### src/rtl/aes_block_loader_if.sv
// Word-stream / block-handshake bundle between the host side and aes_block_loader.
// master: host/bench side driving words and the core-side ready.
// slave : the loader itself.
interface aes_block_loader_if #(
  parameter int unsigned BLK_W  = 128,
  parameter int unsigned WORD_W = 32
);
  logic [WORD_W-1:0] word_in;
  logic              word_valid;
  logic              word_ready;
  logic              key_reload;
  logic [BLK_W-1:0]  key_out;
  logic [BLK_W-1:0]  data_out;
  logic              key_loaded;
  logic              blk_valid;
  logic              blk_ready;
  logic [15:0]       blk_count;

  modport master (
    output word_in, word_valid, key_reload, blk_ready,
    input  word_ready, key_out, data_out, key_loaded, blk_valid, blk_count
  );

  modport slave (
    input  word_in, word_valid, key_reload, blk_ready,
    output word_ready, key_out, data_out, key_loaded, blk_valid, blk_count
  );
endinterface

### src/rtl/aes_block_loader.sv
// aes_block_loader: packs WORD_W-bit words (MSW first) into a BLK_W-bit key and
// plaintext blocks and hands each key+block pair to the AES core with valid/ready.
// The key is loaded once and reused until key_reload is requested.
// Optional build macro: AES_LOADER_BSWAP_EN -- byte-reverse each accepted word
// before packing (little-endian host writing FIPS-197 byte order).
module aes_block_loader #(
  parameter int unsigned BLK_W  = 128,
  parameter int unsigned WORD_W = 32
) (
  input  logic                clk,
  input  logic                reset,
  aes_block_loader_if.slave   bus
);

  localparam int unsigned NWORDS = BLK_W / WORD_W;
  localparam int unsigned CNT_W  = (NWORDS > 2) ? $clog2(NWORDS) : 1;
  localparam logic [CNT_W-1:0] LAST_CNT = CNT_W'(NWORDS - 1);

  typedef enum logic [1:0] {
    S_KEY   = 2'd0,
    S_DATA  = 2'd1,
    S_ISSUE = 2'd2
  } state_t;

  state_t            state;
  logic [CNT_W-1:0]  word_cnt;
  logic              reload_pend;
  logic [BLK_W-1:0]  key_q;
  logic [BLK_W-1:0]  data_q;
  logic              key_loaded_q;
  logic              blk_valid_q;
  logic [15:0]       blk_count_q;
  logic [WORD_W-1:0] word_packed;
  logic              word_take;

`ifdef AES_LOADER_BSWAP_EN
  // Byte-reverse the incoming word: byte 0 of the bus lands in the top byte.
  always_comb begin
    word_packed = '0;
    for (int unsigned i = 0; i < WORD_W / 8; i++) begin
      word_packed[i*8 +: 8] = bus.word_in[WORD_W-8-i*8 +: 8];
    end
  end
`else
  assign word_packed = bus.word_in;
`endif

  // Ready decodes from state only, so there is no path from word_valid.
  assign bus.word_ready = (state != S_ISSUE);
  assign word_take      = bus.word_valid && (state != S_ISSUE);

  assign bus.key_out    = key_q;
  assign bus.data_out   = data_q;
  assign bus.key_loaded = key_loaded_q;
  assign bus.blk_valid  = blk_valid_q;
  assign bus.blk_count  = blk_count_q;

  // Load/issue FSM; key_reload always takes priority over a same-cycle word.
  always_ff @(posedge clk) begin
    if (reset) begin
      state        <= S_KEY;
      word_cnt     <= '0;
      reload_pend  <= 1'b0;
      key_q        <= '0;
      data_q       <= '0;
      key_loaded_q <= 1'b0;
      blk_valid_q  <= 1'b0;
      blk_count_q  <= '0;
    end else begin
      case (state)
        S_KEY: begin
          if (bus.key_reload) begin
            word_cnt <= '0;
            key_q    <= '0;
          end else if (word_take) begin
            key_q <= {key_q[BLK_W-WORD_W-1:0], word_packed};
            if (word_cnt == LAST_CNT) begin
              word_cnt     <= '0;
              key_loaded_q <= 1'b1;
              state        <= S_DATA;
            end else begin
              word_cnt <= word_cnt + 1'b1;
            end
          end
        end

        S_DATA: begin
          if (bus.key_reload) begin
            word_cnt     <= '0;
            data_q       <= '0;
            key_loaded_q <= 1'b0;
            state        <= S_KEY;
          end else if (word_take) begin
            data_q <= {data_q[BLK_W-WORD_W-1:0], word_packed};
            if (word_cnt == LAST_CNT) begin
              word_cnt    <= '0;
              blk_valid_q <= 1'b1;
              state       <= S_ISSUE;
            end else begin
              word_cnt <= word_cnt + 1'b1;
            end
          end
        end

        S_ISSUE: begin
          // A reload arriving on the handshake cycle itself is honoured as if pending.
          if (bus.blk_ready) begin
            blk_valid_q <= 1'b0;
            blk_count_q <= blk_count_q + 16'd1;
            reload_pend <= 1'b0;
            if (reload_pend || bus.key_reload) begin
              key_loaded_q <= 1'b0;
              state        <= S_KEY;
            end else begin
              state <= S_DATA;
            end
          end else if (bus.key_reload) begin
            reload_pend <= 1'b1;
          end
        end

        default: begin
          state    <= S_KEY;
          word_cnt <= '0;
        end
      endcase
    end
  end

endmodule

### src/flat_wrapper.sv
// flat-port wrapper written by rule: the top's interface ports become plain ports
module aes_block_loader_flat 
#(
  parameter int unsigned BLK_W  = 128,
  parameter int unsigned WORD_W = 32
)
  (clk, reset, bus_word_in, bus_word_valid, bus_key_reload, bus_blk_ready, bus_word_ready, bus_key_out, bus_data_out, bus_key_loaded, bus_blk_valid, bus_blk_count);
  aes_block_loader_if #(.BLK_W(BLK_W), .WORD_W(WORD_W)) bus_i ();
  input  logic clk;
  input  logic reset;
  input wire logic [$bits(bus_i.word_in)-1:0] bus_word_in;
  input wire logic [$bits(bus_i.word_valid)-1:0] bus_word_valid;
  input wire logic [$bits(bus_i.key_reload)-1:0] bus_key_reload;
  input wire logic [$bits(bus_i.blk_ready)-1:0] bus_blk_ready;
  output wire logic [$bits(bus_i.word_ready)-1:0] bus_word_ready;
  output wire logic [$bits(bus_i.key_out)-1:0] bus_key_out;
  output wire logic [$bits(bus_i.data_out)-1:0] bus_data_out;
  output wire logic [$bits(bus_i.key_loaded)-1:0] bus_key_loaded;
  output wire logic [$bits(bus_i.blk_valid)-1:0] bus_blk_valid;
  output wire logic [$bits(bus_i.blk_count)-1:0] bus_blk_count;
  assign bus_i.word_in = bus_word_in;
  assign bus_i.word_valid = bus_word_valid;
  assign bus_i.key_reload = bus_key_reload;
  assign bus_i.blk_ready = bus_blk_ready;
  assign bus_word_ready = bus_i.word_ready;
  assign bus_key_out = bus_i.key_out;
  assign bus_data_out = bus_i.data_out;
  assign bus_key_loaded = bus_i.key_loaded;
  assign bus_blk_valid = bus_i.blk_valid;
  assign bus_blk_count = bus_i.blk_count;
  aes_block_loader #(.BLK_W(BLK_W), .WORD_W(WORD_W)) u_core (.clk(clk), .reset(reset), .bus(bus_i));
endmodule
### config.mk
export PLATFORM = sky130hd
export DESIGN_NAME = aes_block_loader_flat
export DESIGN_NICKNAME = d
export VERILOG_FILES = /design/src/rtl/aes_block_loader_if.sv /design/src/rtl/aes_block_loader.sv /design/src/flat_wrapper.sv
export SDC_FILE = /design/constraint.sdc
export NUM_CORES = 1
export LEC_CHECK = 0
export ABC_AREA = 1
export BUFFER_PORTS_ARGS = -buffer_cell sky130_fd_sc_hd__clkbuf_2
export CAP_MARGIN = 15
export CORE_MARGIN = 2
export CORE_UTILIZATION = 45
export DETAILED_ROUTE_END_ITERATION = 7
export MAX_ROUTING_LAYER = met4
export PLACE_DENSITY = 0.71
export SYNTH_ARGS = -nofsm -noshare
export SYNTH_HDL_FRONTEND = slang
export SYNTH_SLANG_ARGS = --single-unit
### constraint.sdc
create_clock -name clk -period 2.2 [get_ports clk]
set_clock_uncertainty 0.05 [all_clocks]
set_input_delay 0.11 -clock clk [delete_from_list [all_inputs] [get_ports clk]]
set_output_delay 0.11 -clock clk [all_outputs]
set_load 0.05 [all_outputs]
==> results.rst, run 1 <==
.. list-table::
   :header-rows: 1

   * - Metric
     - Value
   * - Horiz. Die Dim
     - 158 um
   * - Number of global-route vias before repair
     - 9666
   * - Number of remaining DRC errors
     - 0
   * - Hold Fails Final Rpt
     - 0
   * - Flop2flop setup slack
     - 0.11 ns
   * - Antenna violations before repair
     - 0
   * - CTS tree
     - done
   * - Static leakage power
     - 5.49 nW
   * - FILL cells
     - 2192
   * - Tot Pwr
     - 11.3 mW
   * - Mapped cell area
     - 10700 um^2
   * - Latest clock arrival within the worst-skew pair
     - approximately 0.54 ns
   * - Standard-cell row count
     - 56
   * - Max transition margin
     - 0.617
   * - Sequential fraction of the synthesis area
     - 0.521
   * - Pre-CTS setup slack
     - 0.118 ns
   * - Maximum capacitance violations
     - 0
   * - Worst Reg-to-Reg Cells
     - 10
   * - Number of buffers created by CTS
     - 29
   * - Largest net degree at the start of global routing
     - about 120
   * - Switching power as a share of total power
     - 0.258
   * - Register Area
     - roughly 5600 um^2
   * - Final slew viol count
     - 0
   * - Floorplan die area
     - 25100 um^2
   * - Crit Path Category
     - flop to flop
   * - Share of power burned in combinational logic
     - 0.095
   * - Wire length reported by the detailed router
     - 33800 um
   * - I/O Buffers
     - 311
   * - Net switching power
     - approximately 2.9 mW
   * - Post-layout minimum cycle time
     - 2.09 ns
   * - Top cell type by total area after synthesis
     - sky130_fd_sc_hd__dfxtp_1
   * - Number of nets produced by synthesis
     - 1404
   * - Clock root buffer master
     - sky130_fd_sc_hd__clkbuf_16
   * - Most frequent standard cell in the layout excluding fill and tap cells
     - sky130_fd_sc_hd__clkbuf_2
   * - Area growth from synthesis to layout
     - 29.4%
   * - Clk slew on worst S/H paths
     - 0.06 ns
   * - Layout cells sized above 1
     - 0.240
   * - Total global-route track usage
     - 0.259
   * - Cell area power density
     - 813 nW/um^2
   * - Tightest Pin Transition
     - 0.575 ns
   * - Wire per inst
     - 17.1 um
   * - Proportion of netlist area held by the largest area contributor
     - 0.521
   * - Gate count after technology mapping
     - around 1400
   * - Top post-synthesis cells by area
     - sky130_fd_sc_hd__dfxtp_1 (52%), sky130_fd_sc_hd__a21oi_1 (12%), sky130_fd_sc_hd__nand3_1 (11%), sky130_fd_sc_hd__o21ai_0 (7.4%), sky130_fd_sc_hd__nand2_1 (5.5%)
   * - Detailed-router iteration count before antenna repair
     - 5
   * - Detailed-route via count
     - 10831
   * - Placeable Area
     - 23400 um^2
   * - Drt initial violations
     - 1187
   * - Final worst-path setup slack
     - 0.114 ns
   * - Final setup violating endpoints
     - 0
   * - Hpwl dp
     - 22200 um
   * - Kind of start point of the critical path
     - flop
   * - Arrival @ worst endpoint
     - 2.49 ns
   * - First-pass GRT wire length
     - 51300 um
   * - Distinct cell type count after synthesis
     - 25
   * - Syn_area_per_cell
     - 7.89 um^2
   * - Number of buffers on the longest clock path
     - 3
   * - Number of nets in the layout
     - 1683
   * - Crit path launch
     - u_core.state[0]
   * - RR Endpoint
     - u_core.bus.data_out[96]
   * - Starting utilization of the core area
     - 0.458
   * - Part of the total power dissipated in sequential elements
     - 0.461
   * - Result of the run
     - finished, final reports clean
   * - Gr ovfl total
     - 0
   * - Leading cell types in the layout, fill and taps excluded
     - sky130_fd_sc_hd__clkbuf_2 (310), sky130_fd_sc_hd__dfxtp_1 (278), sky130_fd_sc_hd__a21oi_1 (267), sky130_fd_sc_hd__nand3_1 (243), sky130_fd_sc_hd__o21ai_0 (159)
   * - RR Startpoint
     - u_core.state[0]
   * - Die height
     - 158 um
   * - Required @ worst endpoint
     - 2.61 ns
   * - Clock sinks
     - 279
   * - Internal Power
     - 8.37 mW
   * - Type of the tightest min-delay check
     - primary input to flop
   * - Final worst path period share
     - 0.948
   * - Global placement routability congestion
     - 0.835
   * - CP endpoint kind
     - flop
   * - RSZ-0062 raised after global routing
     - no
   * - Number of top-level pins
     - 312
   * - Peak supply drop
     - 439 uV
   * - Capturing element of the worst setup path
     - u_core.bus.data_out[96]
   * - Multi-input logic area
     - around 4400 um^2
   * - Synth warn
     - 0
   * - Yosys reg bits
     - approximately 280
   * - Maximum level of the CTS H-tree
     - 1
   * - Max Fclk
     - 479 MHz
   * - Clock network power share
     - 0.443
   * - Diodes inserted
     - 0
   * - TNS Setup
     - 0 ns
   * - Final core occ
     - 0.592
   * - Via count normalized by instance count
     - 5.47
   * - Largest driver fanout on the critical path
     - 45
   * - Count of antenna-violating nets left after detailed routing
     - 0
worst max-delay path, cell delays in order (launching register included):
cell                      delay [ns]
sky130_fd_sc_hd__dfxtp_2        0.37
sky130_fd_sc_hd__inv_1          0.08
sky130_fd_sc_hd__ha_2           0.24
sky130_fd_sc_hd__nor2_4         0.14
sky130_fd_sc_hd__nor2_4         0.06
sky130_fd_sc_hd__buf_12         0.19
sky130_fd_sc_hd__nor2_4         0.24
sky130_fd_sc_hd__buf_4          0.17
sky130_fd_sc_hd__buf_12         0.15
sky130_fd_sc_hd__nand3_1        0.10
sky130_fd_sc_hd__a21oi_1        0.20
layout make-up:
cell class,count,share of cell area
Timing Repair Buffer,378,0.168
Clock inverter,9,0.00785
Clock buffer,45,0.0632
Inverter,34,0.0100
Multi-Input combinational cell,916,0.319
Tap cell,319,0.0288
Sequential cell,279,0.403
flip-flops by register name, indices dropped and copies added (netlist names):
name	cells
u_core.bus.data_out	128
u_core.bus.key_out	128
u_core.bus.blk_count	16
u_core.state	2
u_core.word_cnt	2
u_core.bus.blk_valid	1
u_core.bus.key_loaded	1
u_core.reload_pend	1
repair_timing:
item                                    4_1_cts  5_1_grt
buffers inserted                              0        4
endpoints found under the hold margin        72        0
endpoints found under the setup margin        0      158
hold buffers                                 35        0
gates resized for setup                       0        4
worst min path at each step:
stage	startpoint	to	slack (ns)	depth (start not counted)
finish	bus_key_reload	u_core.reload_pend	0.04	3
global route	bus_key_reload	u_core.reload_pend	0.05	3
CTS	bus_key_reload	u_core.reload_pend	0.03	3
detailed placement	reset	u_core.bus.blk_count[10]	0.32	2
global placement	bus_word_in[26]	u_core.bus.key_out[26]	0.32	3
floorplan	bus_word_in[10]	u_core.bus.key_out[10]	0.20	2
cell families after synthesis:
family / after synthesis / share of synthesized area
adder cells (fa/ha/maj): 8 / 0.00934
buffers and inverters: 164 / 0.0678
AND/OR/NAND/NOR: 475 / 0.199
AO/OA/AOI/OAI: 433 / 0.203
flip-flops: 279 / 0.521
Yosys cell counts (all sizes together):
cell type	n
a21o	1
a21oi	267
and2	1
and3	1
buf	71
clkbuf	59
dfxtp	279
ha	8
inv	34
nand2	157
nand3	243
nand3b	1
nand4	4
nor2	61
nor3	7
o21a	1
o21ai	162
o21bai	1
o22ai	1
through the flow:
stage               cell area, um^2  std cells  hold slack [ns]
floorplan                     10700       1359            0.205
global placement              12400       1885            0.320
detailed placement            12400       1885            0.320
CTS                           13800       1974           0.0339
global route                  13900       1980           0.0504
finish                        13900       1980           0.0394
layer usage:
layer | share of wire | track usage
met1 | 0.41 | 0.338
met2 | 0.48 | 0.413
met3 | 0.077 | 0.0495
met4 | 0.025 | 0.0716
met5 | 0 | -
power groups by stage:
stage          sequential, mW  combinational, mW  clock [mW]
4_1_cts                  5.20               1.06        5.08
6_report                 5.20               1.08        5.00
2_1_floorplan            5.56              0.473           0
5_1_grt                  5.21               1.15        5.31
3_5_place_dp             5.31               1.01           0
3_3_place_gp             5.31               1.01           0
(Power assumes the default switching activity.)
==> run 2: changes to the inputs <==
CORE_ASPECT_RATIO = 1.2   (was default)
==> run 2 against run 1 <==
Routed wire length fell by 0.97%. Final cell count fell by 0.56%. Final area rose by 0.61%. Non-clock buffer count fell by 4. Fmax rose by 4.0%. Power rose by 4.1%. Sequential power barely moved. First-iteration DRC count fell by 27%. Register-to-register slack improved by 0.08 ns. Critical path type unchanged. Critical endpoint is now u_core.bus.key_out[51]. Largest power group is now clock.
==> results.rst, run 2 (synthesis results as in run 1) <==
.. list-table::
   :header-rows: 1

   * - Metric
     - Value
   * - Number of top-level pins
     - 312 (unchanged)
   * - Latest clock arrival within the worst-skew pair
     - 0.53 ns (about the same)
   * - Share of power burned in combinational logic
     - 0.095 (about the same)
   * - Final worst path period share
     - 0.912 (-0.0362)
   * - Number of nets in the layout
     - 1678 (-0.30%)
   * - First-pass GRT wire length
     - 51000 um (-0.60%)
   * - Required @ worst endpoint
     - 2.61 ns (about the same)
   * - Cell depth of the worst setup path
     - 10 (unchanged)
   * - Final core occ
     - 0.599 (+0.00675)
   * - Detailed-router iteration count before antenna repair
     - 5 (unchanged)
   * - Switching power as a share of total power
     - 0.247 (-0.0108)
   * - Pre-CTS setup slack
     - 0.116 ns (-0.00273 ns)
   * - CP endpoint kind
     - flop
   * - Via count normalized by instance count
     - 5.47 (about the same)
   * - Worst-path cell chain
     - inv_1 > ha_2 > nor2_2 > nor2_4 > nor2_4 > buf_12 > inv_8 > buf_16 > nand2_1 > a21oi_1
   * - Hold Path Stages
     - 3 (unchanged)
   * - CTS tree
     - done
   * - Area growth from synthesis to layout
     - 30.1%
   * - Max transition margin
     - 0.665 (+0.0489)
   * - Tightest Pin Transition
     - 0.498 ns (-0.0771 ns)
   * - Standard-cell row count
     - 61 (+8.9%)
   * - Family with the most delay on the worst path
     - buffers and inverters
   * - Non-filler cells, final
     - 1969 (-0.56%)
   * - Cell type with the highest occurrence count on the critical path
     - sky130_fd_sc_hd__nor2_4
   * - Critical Path Slowest Stage Cell
     - sky130_fd_sc_hd__dfxtp_1
   * - Count of antenna-violating nets left after detailed routing
     - 0 (unchanged)
   * - Number of buffers on the longest clock path
     - 3 (unchanged)
   * - Slowest stage delay, CP
     - 0.35 ns (-0.02 ns)
   * - Diodes inserted
     - 0 (unchanged)
   * - Cell area power density
     - 842 nW/um^2 (+3.5%)
   * - # placed instances
     - 1875 (-0.53%)
   * - Wire per inst
     - 17.0 um (-0.41%)
   * - Clock root buffer master
     - sky130_fd_sc_hd__clkbuf_16
   * - Hpwl dp
     - 21500 um (-2.9%)
   * - Worst Reg-to-Reg Cells
     - 10 (unchanged)
   * - Largest net degree at the start of global routing
     - 123 (unchanged)
   * - Layout cells sized above 1
     - 0.238 (-0.00201)
   * - Combined buffer and inverter count along the critical path
     - 4 (unchanged)
   * - Final worst-path setup slack
     - 0.193 ns (+0.0796 ns)
   * - Die height
     - 173 um (+9.3%)
   * - Max Fclk
     - 498 MHz (+4.0%)
   * - Number of remaining DRC errors
     - 0 (unchanged)
   * - Gr ovfl total
     - 0 (unchanged)
   * - RSZ-0062 raised after global routing
     - no
   * - Horiz. Die Dim
     - 145 um (-8.5%)
   * - Detailed-route via count
     - 10767 (-0.59%)
   * - Kind of start point of the critical path
     - flop
   * - Hold Fails Final Rpt
     - 0 (unchanged)
   * - Most frequent standard cell in the layout excluding fill and tap cells
     - sky130_fd_sc_hd__clkbuf_2
   * - Type of the tightest min-delay check
     - primary input to flop
   * - Antenna violations before repair
     - 0 (unchanged)
   * - Maximum level of the CTS H-tree
     - 1 (unchanged)
   * - Arrival @ worst endpoint
     - 2.42 ns (-0.07 ns)
   * - Result of the run
     - finished, final reports clean
   * - Part of the total power dissipated in sequential elements
     - 0.443 (-0.018)
   * - Post-layout minimum cycle time
     - 2.01 ns (-0.0796 ns)
   * - Crit Path Category
     - flop to flop
   * - Leading cell types in the layout, fill and taps excluded
     - sky130_fd_sc_hd__clkbuf_2 (310), sky130_fd_sc_hd__dfxtp_1 (279), sky130_fd_sc_hd__a21oi_1 (267), sky130_fd_sc_hd__nand3_1 (243), sky130_fd_sc_hd__o21ai_0 (159)
   * - Starting utilization of the core area
     - 0.460 (+0.00244)
   * - Number of global-route vias before repair
     - 9557 (-1.1%)
   * - Largest driver fanout on the critical path
     - 45 (unchanged)
   * - Wire length reported by the detailed router
     - 33500 um (-0.97%)
   * - Global placement routability congestion
     - 0.850 (+1.8%)
   * - Number of buffers created by CTS
     - 28 (-3.4%)
   * - TNS Setup
     - 0 ns (unchanged)
   * - Peak supply drop
     - 652 uV (+49%)
   * - Net switching power
     - 2.90 mW (-0.23%)
   * - I/O Buffers
     - 311 (unchanged)
   * - Static leakage power
     - 5.52 nW (+0.61%)
   * - Drt initial violations
     - 867 (-27%)
   * - Internal Power
     - 8.84 mW (+5.7%)
   * - Placeable Area
     - 23300 um^2 (-0.53%)
   * - Clock network power share
     - 0.461 (+0.018)
   * - Clock sinks
     - 279 (unchanged)
   * - Final slew viol count
     - 0 (unchanged)
   * - Final setup violating endpoints
     - 0 (unchanged)
   * - Maximum capacitance violations
     - 0 (unchanged)
   * - Floorplan die area
     - 25100 um^2 (about the same)
   * - Clk slew on worst S/H paths
     - 0.06 ns (about the same)
   * - Total global-route track usage
     - 0.254 (-0.00448)
==> run 2: worst register-to-register path: stages (launching register included) <==
cell and delay [ns]:
sky130_fd_sc_hd__dfxtp_1 0.35, sky130_fd_sc_hd__inv_1 0.12, sky130_fd_sc_hd__ha_2 0.23, sky130_fd_sc_hd__nor2_2 0.07
sky130_fd_sc_hd__nor2_4 0.23, sky130_fd_sc_hd__nor2_4 0.08, sky130_fd_sc_hd__buf_12 0.15, sky130_fd_sc_hd__inv_8 0.16
sky130_fd_sc_hd__buf_16 0.25, sky130_fd_sc_hd__nand2_1 0.09, sky130_fd_sc_hd__a21oi_1 0.16
==> run 2: cell type report <==
| cell class | count | area, um^2 |
|---|---|---|
| clock buffers | 35 | 768 |
| clock inverters | 16 | 289 |
| fillers | 2071 | 9330 |
| inverters | 34 | 144 |
| multi-input cells | 916 | 4420 |
| flip-flops and latches | 279 | 5590 |
| well taps | 315 | 394 |
| repair buffers | 374 | 2350 |
==> run 2: worst paths after layout <==
check,start,slack (ns),to
max reg2reg,u_core.state[0],0.19,u_core.bus.key_out[51]
max,u_core.state[0],0.19,u_core.bus.key_out[51]
min,bus_key_reload,0.03,u_core.reload_pend
min reg2reg,u_core.bus.key_out[98],0.42,u_core.bus.key_out[98]
==> run 2: metal layers <==
layer  vias to the layer above  track usage  wire (um)
met5                         -            -          0
met4                         0       0.0813        969
met3                        63       0.0515       2600
met2                       422        0.391      15900
met1                      5057        0.336      14100
li1                       5225            -          -
==> run 2: what timing repair did <==
| action | 4_1_cts | 5_1_grt |
|---|---|---|
| resized for setup | 0 | 7 |
| hold buffers | 35 | 0 |
| hold endpoints to repair | 68 | 0 |
| setup buffers | 0 | 6 |
| setup endpoints to repair | 0 | 111 |
==> run 2: through the flow <==
stage                     hold slack, ns  total power [mW]  area, um^2
after CTS                        0.00295              11.8       13800
final                             0.0302              11.7       13900
after detailed placement           0.351              6.32       12400
after global placement             0.321              6.31       12400
after floorplan                    0.205              6.03       10700
after global routing              0.0405              12.1       13900
==> run 2: power by group through the flow <==
stage                     sequential [mW]  clock (mW)  combinational (mW)
after global routing                 5.21        5.70                1.20
after CTS                            5.21        5.50                1.05
after global placement               5.32           0               0.996
after detailed placement             5.32           0               0.998
after floorplan                      5.56           0               0.473
final                                5.21        5.42                1.12
